[config.mk]
export PLATFORM = sky130hd
export DESIGN_NAME = fallback_arbiter
export DESIGN_NICKNAME = d
export VERILOG_FILES = /design/src/rtl/fallback_arbiter.sv
export SDC_FILE = /design/constraint.sdc
export NUM_CORES = 1
export LEC_CHECK = 0
export ABC_CLOCK_PERIOD_IN_PS = 2400
export BUFFER_PORTS_ARGS = -buffer_cell sky130_fd_sc_hd__buf_2
export CORE_MARGIN = 1.5
export CORE_UTILIZATION = 42
export CTS_CLUSTER_DIAMETER = 50
export DETAILED_ROUTE_END_ITERATION = 8
export PLACE_DENSITY_LB_ADDON = 0.1
export SETUP_SLACK_MARGIN = 0.1
export SLEW_MARGIN = 40
export SYNTH_ARGS = -nofsm -noshare
export SYNTH_HDL_FRONTEND = slang
export SYNTH_SLANG_ARGS = --single-unit
[constraint.sdc]
create_clock -name clk -period 2.4 [get_ports clk]
set_clock_uncertainty 0.05 [all_clocks]
set_input_delay 0.48 -clock clk [delete_from_list [all_inputs] [get_ports clk]]
set_output_delay 0.48 -clock clk [all_outputs]
set_load 0.05 [all_outputs]
[src/rtl/fallback_arbiter.sv]
// Round-robin arbiter sharing one host-fallback path between HDU lanes; holds one event and
// mirrors bridge FIFO occupancy. Optional lane-0 priority via HDU_FALLBACK_ARB_PRIO_EN.
module fallback_arbiter #(
  parameter int NUM_LANES         = 4,
  parameter int BRIDGE_DEPTH      = 4,
  parameter int HDU_FUNC_ID_WIDTH = 8,
  parameter int HDU_TOKEN_WIDTH   = 16
) (
  input  logic                                     clk,
  input  logic                                     rst,
  input  logic [NUM_LANES-1:0]                     req_valid,
  input  logic [NUM_LANES*HDU_FUNC_ID_WIDTH-1:0]   req_func_id,
  input  logic [NUM_LANES*HDU_TOKEN_WIDTH-1:0]     req_token,
  output logic [NUM_LANES-1:0]                     req_ready,
  output logic                                     fail_valid,
  output logic [HDU_FUNC_ID_WIDTH-1:0]             fail_func_id,
  output logic [HDU_TOKEN_WIDTH-1:0]               fail_token,
  input  logic                                     host_ready,
`ifdef HDU_FALLBACK_ARB_PRIO_EN
  input  logic                                     prio_lane0,
`endif
  output logic [$clog2(BRIDGE_DEPTH+1)-1:0]        bridge_occ,
  output logic [$clog2(NUM_LANES)-1:0]             grant_lane
);

  localparam int FW = HDU_FUNC_ID_WIDTH;
  localparam int TW = HDU_TOKEN_WIDTH;
  localparam int LW = $clog2(NUM_LANES);
  localparam int OW = $clog2(BRIDGE_DEPTH + 1);
  localparam logic [OW-1:0] DEPTH_Q = OW'(BRIDGE_DEPTH);

  localparam logic [0:0] IDLE = 1'b0;
  localparam logic [0:0] HOLD = 1'b1;

  logic [0:0]    state;
  logic [LW-1:0] rr_ptr;
  logic [LW-1:0] sel;
  logic          found;
  logic          prio_win;
  logic          any_valid;
  logic          pop;
  logic          issue;

  // Lane index k positions above base, wrapped to NUM_LANES (not necessarily a power of two).
  function automatic logic [LW-1:0] lane_at(input logic [LW-1:0] base, input int k);
    int s;
    s = int'(base) + k;
    if (s >= NUM_LANES) s = s - NUM_LANES;
    return LW'(s);
  endfunction

  assign any_valid = |req_valid;
  assign pop       = host_ready && (bridge_occ != '0);
  // The bridge cannot push and pop in one cycle, so a host pop always defers the push.
  assign issue     = !rst && (state == HOLD) && !pop && (bridge_occ < DEPTH_Q);
  assign fail_valid = issue;

  // NOTE: every combinational output gets a default first so no latch is inferred.
  always_comb begin
    sel      = rr_ptr;
    found    = 1'b0;
    prio_win = 1'b0;
    for (int k = 1; k <= NUM_LANES; k++) begin
      if (!found && req_valid[lane_at(rr_ptr, k)]) begin
        found = 1'b1;
        sel   = lane_at(rr_ptr, k);
      end
    end
`ifdef HDU_FALLBACK_ARB_PRIO_EN
    if (prio_lane0 && req_valid[0]) begin
      prio_win = 1'b1;
      sel      = '0;
    end
`endif
  end

  always_comb begin
    req_ready = '0;
    if (!rst && (state == IDLE) && any_valid) req_ready[sel] = 1'b1;
  end

  // NOTE: state uses non-blocking assignments so every register samples pre-edge values.
  // NOTE: the hold register is small, so it is reset too; fail_func_id/fail_token read 0 after reset.
  always_ff @(posedge clk) begin
    if (rst) begin
      state        <= IDLE;
      rr_ptr       <= LW'(NUM_LANES - 1);
      bridge_occ   <= '0;
      grant_lane   <= '0;
      fail_func_id <= '0;
      fail_token   <= '0;
    end else begin
      if (issue)    bridge_occ <= bridge_occ + OW'(1);
      else if (pop) bridge_occ <= bridge_occ - OW'(1);

      case (state)
        IDLE: begin
          if (any_valid) begin
            state        <= HOLD;
            grant_lane   <= sel;
            fail_func_id <= req_func_id[int'(sel)*FW +: FW];
            fail_token   <= req_token[int'(sel)*TW +: TW];
            if (!prio_win) rr_ptr <= sel;
          end
        end
        default: begin
          if (issue) state <= IDLE;
        end
      endcase
    end
  end

endmodule
## After elaboration in Yosys (flattened, before gate mapping)

Cells that the tools add are included.

- Bits in registers: 32
- Input bits: 103
- Output and inout port bits: 34

- $add $sub $neg: 10
- Magnitude comparators: 11
- Shift-type cells: 2
- Muxes and demuxes: 27
- Bitwise gates (word level): 1
- Reduce and logical (&&, ||, !) cells: 19

Operators with widths:

| cell | count |
|---|---|
| $shiftx 64x7->16 | 1 |
| $shiftx 32x6->8 | 1 |
| $mux 2 | 8 |
| $lt 2x3->1 const B | 5 |
| $mux 1 | 11 |
| $logic_and 1x1->1 | 10 |
| $ge 3x3->1 const B | 3 |
| $bmux 1 s2 | 4 |
| $sub 2x1->2 const B | 4 |
| $add 2x2->3 const B | 2 |
| $mux 3 | 2 |
| $logic_not 1->1 | 5 |
| $add 2x3->4 const B | 1 |
| $ge 4x3->1 const B | 1 |
| $mux 4 | 1 |
| $reduce_or 4->1 | 1 |
| $add 2x1->3 const B | 1 |
| $add 3x1->3 const B | 1 |
| $lt 3x3->1 const B | 1 |
| $reduce_bool 3->1 | 1 |
| $sub 3x1->3 const B | 1 |
| $demux 1 s2 | 1 |
| $ge 2x1->1 const B | 1 |
| $reduce_and 2->1 | 1 |
| other kinds (2) | 2 |

## Depth between registers and ports, before layout

- Depth after elaboration: 20
- Depth in mapped cells: 9

## Least setup slack after synthesis

OpenSTA, ideal clock, no wires.

- Kind: input-to-output
- Start: input port req_valid[0]
- End: output port req_ready[3]
- Arrival: 2095 ps
- Slack: -225 ps
- Stages on the path: 7
- Path buffers: 2
- Path through: nand2b_1 > a21oi_1 > a311oi_1 > or3_1 > buf_6 > buf_6 > nor2_1

- Cells in the longest elaborated chain, start to end: 17
- Elaborated cells between the ends (all ways): 29

RTL lines:

| what | line | source |
|---|---|---|
| start: declaration | 11 | `input logic [NUM_LANES-1:0] req_valid,` |
| $bmux 1 s2 | 64 | `if (!found && req_valid[lane_at(rr_ptr, k)]) begin` |
| $mux 1 (implied by the code) | 64 |  |
| $mux 1 | 64 |  |
| $logic_not 1->1 | 64 |  |
| $logic_and 1x1->1 | 64 |  |
| $mux 1 | 64 |  |
| $logic_not 1->1 | 64 |  |
| $logic_and 1x1->1 | 64 |  |
| $mux 1 | 64 |  |
| $logic_not 1->1 | 64 |  |
| $logic_and 1x1->1 | 64 |  |
| $mux 2 | 64 |  |
| $lt 2x3->1 (implied by the code) / $ge 2x1->1 (equally long branches) | 79 | `if (!rst && (state == IDLE) && any_valid) req_ready[sel] = 1'b1;` |
| $logic_and 1x1->1 (implied by the code) | 79 |  |
| $mux 1 (implied by the code) | 79 |  |
| $demux 1 s2 | 79 |  |
| $mux 4 * | 79 |  |
| end: declaration | 14 | `output logic [NUM_LANES-1:0] req_ready,` |

Mark *: on every way between the ends. The rest lies on a longest branch, timed or not. The select of a mux whose other input is x is not followed.

## Worst setup path after layout

- Start: register rr_ptr[1]
- End: output port req_ready[1]

- Cells in the longest elaborated chain, start to end: 20
- Elaborated cells between the ends (all ways): 43

RTL lines:

| what | line | source |
|---|---|---|
| start: declaration | 36 | `logic [LW-1:0] rr_ptr;` |
| start signal: assignment | 87 | `rr_ptr <= LW'(NUM_LANES - 1);` |
| start signal: assignment | 103 | `if (!prio_win) rr_ptr <= sel;` |
| $add 2x1->3 | 47 | `s = int'(base) + k;` |
| $ge 3x3->1 / $sub 2x1->2 (equally long branches) | 48 | `if (s >= NUM_LANES) s = s - NUM_LANES;` |
| $mux 2 | 48 |  |
| $bmux 1 s2 | 64 |  |
| $mux 1 (implied by the code) | 64 |  |
| $mux 1 | 64 |  |
| $logic_not 1->1 | 64 |  |
| $logic_and 1x1->1 | 64 |  |
| (+4 left out) | -- |  |
| $logic_not 1->1 | 64 |  |
| $logic_and 1x1->1 | 64 |  |
| $mux 2 * | 64 |  |
| $lt 2x3->1 (implied by the code) / $ge 2x1->1 (equally long branches) | 79 |  |
| $logic_and 1x1->1 (implied by the code) | 79 |  |
| $mux 1 (implied by the code) | 79 |  |
| $demux 1 s2 * | 79 |  |
| $mux 4 * | 79 |  |

Marks and branches as above.

==> results.tsv <==
stage	metric	value	unit
setup_path	path_class	reg -> out	
floorplanning	fp-row-count	24	
timing	period_needed	2259	ps
setup_path	critPathRequiredTime	1870	ps
placed_design	port_buffers	136	
placed_design	hpwl	4.072	mm
setup_path	startpoint	rr_ptr[1]	
synthesis	yosysTopAreaCell	dfxtp_1	
synthesis	synth_area	0.001984	sq mm
power_and_ir_drop	power_density	777.4	mW/mm^2
clocking	cts_buffers	5	
detailed_routing	drc	9	
synthesis	synthFlopType	dfxtp_1	
hold_path	hold_path.startpoint	fail_token[4]	
synthesis	postSynthAreaPerCell	10.07	sq um
timing	max_freq	442.7	MHz
setup_path	r2r-start	state	
clocking	clockBufferDepth	2	
detailed_routing	vias	1994	
detailed_routing	drtIter0Drc	67	
floorplanning	die_w	71.74	um
clocking	clk_pin_slew	60	ps
timing	setup_viol	0	
status	status	finished, violations left	
power_and_ir_drop	irDropWorstVdd	0.3567	mV
synthesis	synthCells	197	
setup_path	end_kind	output port	
synthesis	synth_edf_count	0	
synthesis	yosysTopAreaCellShare	32.28	%
final_layout	nNetsFinal	437	
global_routing	grt_pass1_vias	1820	
timing	hold_viol	0	
setup_path	cp_max_fo	7	
timing	maxSlewViolCount	0	
setup_path	crit_slowest_cell	or3_4	
synthesis	ys_warn_count	0	
floorplanning	core-area	0.004444	sq mm
global_routing	grt_max_degree	34	
synthesis	synth_top_cells_by_area	dfxtp_1 (32%), mux2i_1 (25%), o221ai_2 (15%), nand2_1 (4.9%), buf_6 (2.8%)	
clocking	postCtsHoldBufs	0	
timing	finalSetupTns	0	ps
clocking	clock_sinks	32	
hold_path	hold_path_class	reg -> reg	
setup_path	cpPeakStageDelay	390	ps
job	maxCapViolations	0	
global_routing	antenna_found_initial	0	
clocking	tritoncts	yes	
timing	worst_pin_slew	591.9	ps
timing	timing.max_slew.rel_slack	60.44	%
synthesis	synth_cell_types	33	
floorplanning	die-area	0.005146	sq mm
power_and_ir_drop	power_leakage	1.476	nW
setup_path	cp-start-kind	flop	
power_and_ir_drop	p_total	2.209	mW
synthesis	async_reset_ff_share	0	%
global_routing	grt.total_usage	20.05	%
synthesis	ys_seq_elements	32	
global_routing	grt_pass1_wl	8.066	mm
final_layout	insertedDiodeCount	0	
clocking	cts-htree-levels	2	
timing	finalCritPeriodShare	94.11	%
synthesis	yosysSeqAreaShare	32.28	%
detailed_routing	firstDrtPassIters	6	
floorplanning	die_h	71.74	um
setup_path	critical_path_arrival	1730	ps
status	violations	design-rule violations	
detailed_routing	wl_per_cell	13.71	um
floorplanning	ios	137	
global_routing	gr-total-overflow	0	
clocking	root_buffer	clkbuf_8	
detailed_routing	antenna_left	0	
detailed_routing	drt_wl_total	5.292	mm
detailed_routing	vias_per_cell	5.166	
floorplanning	start_util	44.65	%
setup_path	path_cells	nand2b_1 -> a21oi_2 -> a311oi_2 -> or3_4 -> nor2b_2 -> buf_6	
final_layout	final_layout_size_suffix_gt1_share	55.09	%
timing	rsz0062_at_grt	yes	
synthesis	synth_nets	301	
clocking	clock_latency	270	ps
placed_design	gp_congestion	0.7952	
final_layout	syn_to_final_growth	43.19	%
-- synth_stat cells, types with 2 or more instances --
cell type	instances
inv_1	3
o221ai_2	20
nor3b_1	2
nor2_1	11
buf_6	5
nand2b_1	4
buf_4	5
mux2i_1	49
clkbuf_1	3
nand2_1	26
o221ai_1	4
nor2b_1	2
dfxtp_1	32
a21oi_1	6
o21ai_0	7
-- worst max-delay path, delay by kind of cell (launching register included) --
kind | cells | cell delay [ps]
compound gates | 2 | 220
buf+inv | 1 | 160
simple gates | 3 | 690
flops | 1 | 370
-- layer usage --
layer	share of wire, %	track usage [%]	up-vias
met3	8.0	5.907	5
met4	1.1	6.289	0
met1	39	22.05	890
met2	52	36.83	88
met5	0	0	-
li1	-	-	1011
-- cells in the final DEF, fill, tap and decap left out --
cell	Yosys	layout
nor3b_1	2	2
xor2_1	1	1
a21oi_1	6	4
mux2i_1	49	49
nor2_4	0	2
o21ai_0	7	7
dfxtp_1	32	31
clkbuf_1	3	2
a31oi_1	1	1
nor3_1	1	1
inv_1	3	3
or3_4	0	1
buf_6	5	4
a211o_2	0	1
nor4bb_1	1	1
dfxtp_4	0	1
nor2b_2	0	2
o221ai_2	20	20
and2_1	1	1
nor2_1	11	8
a311oi_2	0	1
o21ai_1	1	1
and3b_1	1	1
ha_1	1	1
a21oi_2	1	3
nand2b_1	4	3
o221ai_1	4	4
o31ai_1	1	1
xnor2_1	1	1
o221a_2	1	1
nand2_1	26	26
nand3_2	1	1
a21o_1	1	1
nand2b_4	0	1
nor2_2	0	1
buf_4	5	7
buf_2	1	132
clkbuf_8	0	6
-- per-stage QoR --
step | instance area, sq um | hold WS, ps | setup WS (ps) | util [%] | instances
3_5_place_dp | 2684 | 390.7 | 62.36 | 60.39 | 377
6_report | 2841 | 409.8 | 141.4 | 63.94 | 386
2_1_floorplan | 1994 | 462.9 | 5.796 | - | 197
5_1_grt | 2841 | 426.9 | 50.94 | 63.94 | 386
3_3_place_gp | 2679 | 390.1 | 109.9 | 60.28 | 377
4_1_cts | 2800 | 414.0 | 108.6 | 63.01 | 385
-- where the power goes --
part           switching, mW  total (mW)  leakage, nW  internal [mW]
Sequential            0.0809       0.711        0.265          0.630
Combinational          0.689        1.08         1.17          0.392
Clock                  0.183       0.417       0.0455          0.234
-- cell families after synthesis --
kind of cell | Yosys count | share of synthesized area (%)
AOI/OAI and AO/OA | 45 | 23.39
xor gates and xnor gates | 2 | 0.8829
adders and majority gates | 1 | 0.6304
buffers and inverters | 17 | 6.116
DFF | 32 | 32.28
muxes | 49 | 24.72
and+or+nand+nor | 51 | 11.98
-- timing repair --
action | CTS | global route
setup buffers | 0 | 1
hold endpoints to repair | 0 | 0
resized for setup | 8 | 8
endpoints found under the setup margin | 4 | 4
pin swaps | 0 | 5
-- registers in the layout, indices dropped and copies added (netlist names) --
signal and flops:
bridge_occ 3, fail_token 16, fail_func_id 8, state 1
grant_lane 2, rr_ptr 2
-- worst paths after layout --
kind	endpoint	depth (start not counted)	slack, ps
setup / recovery	req_ready[1]	6	140
setup reg to reg	bridge_occ[2]	8	370
hold reg to reg	fail_token[4]	2	410
hold / removal	fail_token[4]	2	410
-- layout make-up --
cell class | count | area (sq um)
Sequential cell | 32 | 644.4
Timing Repair Buffer | 143 | 758.2
Inverter | 3 | 11.26
Clock buffer | 8 | 90.09
Tap cell | 52 | 65.06
Multi-Input combinational cell | 148 | 1272
Fill cell | 382 | 1603
(Power assumes the default switching activity.)
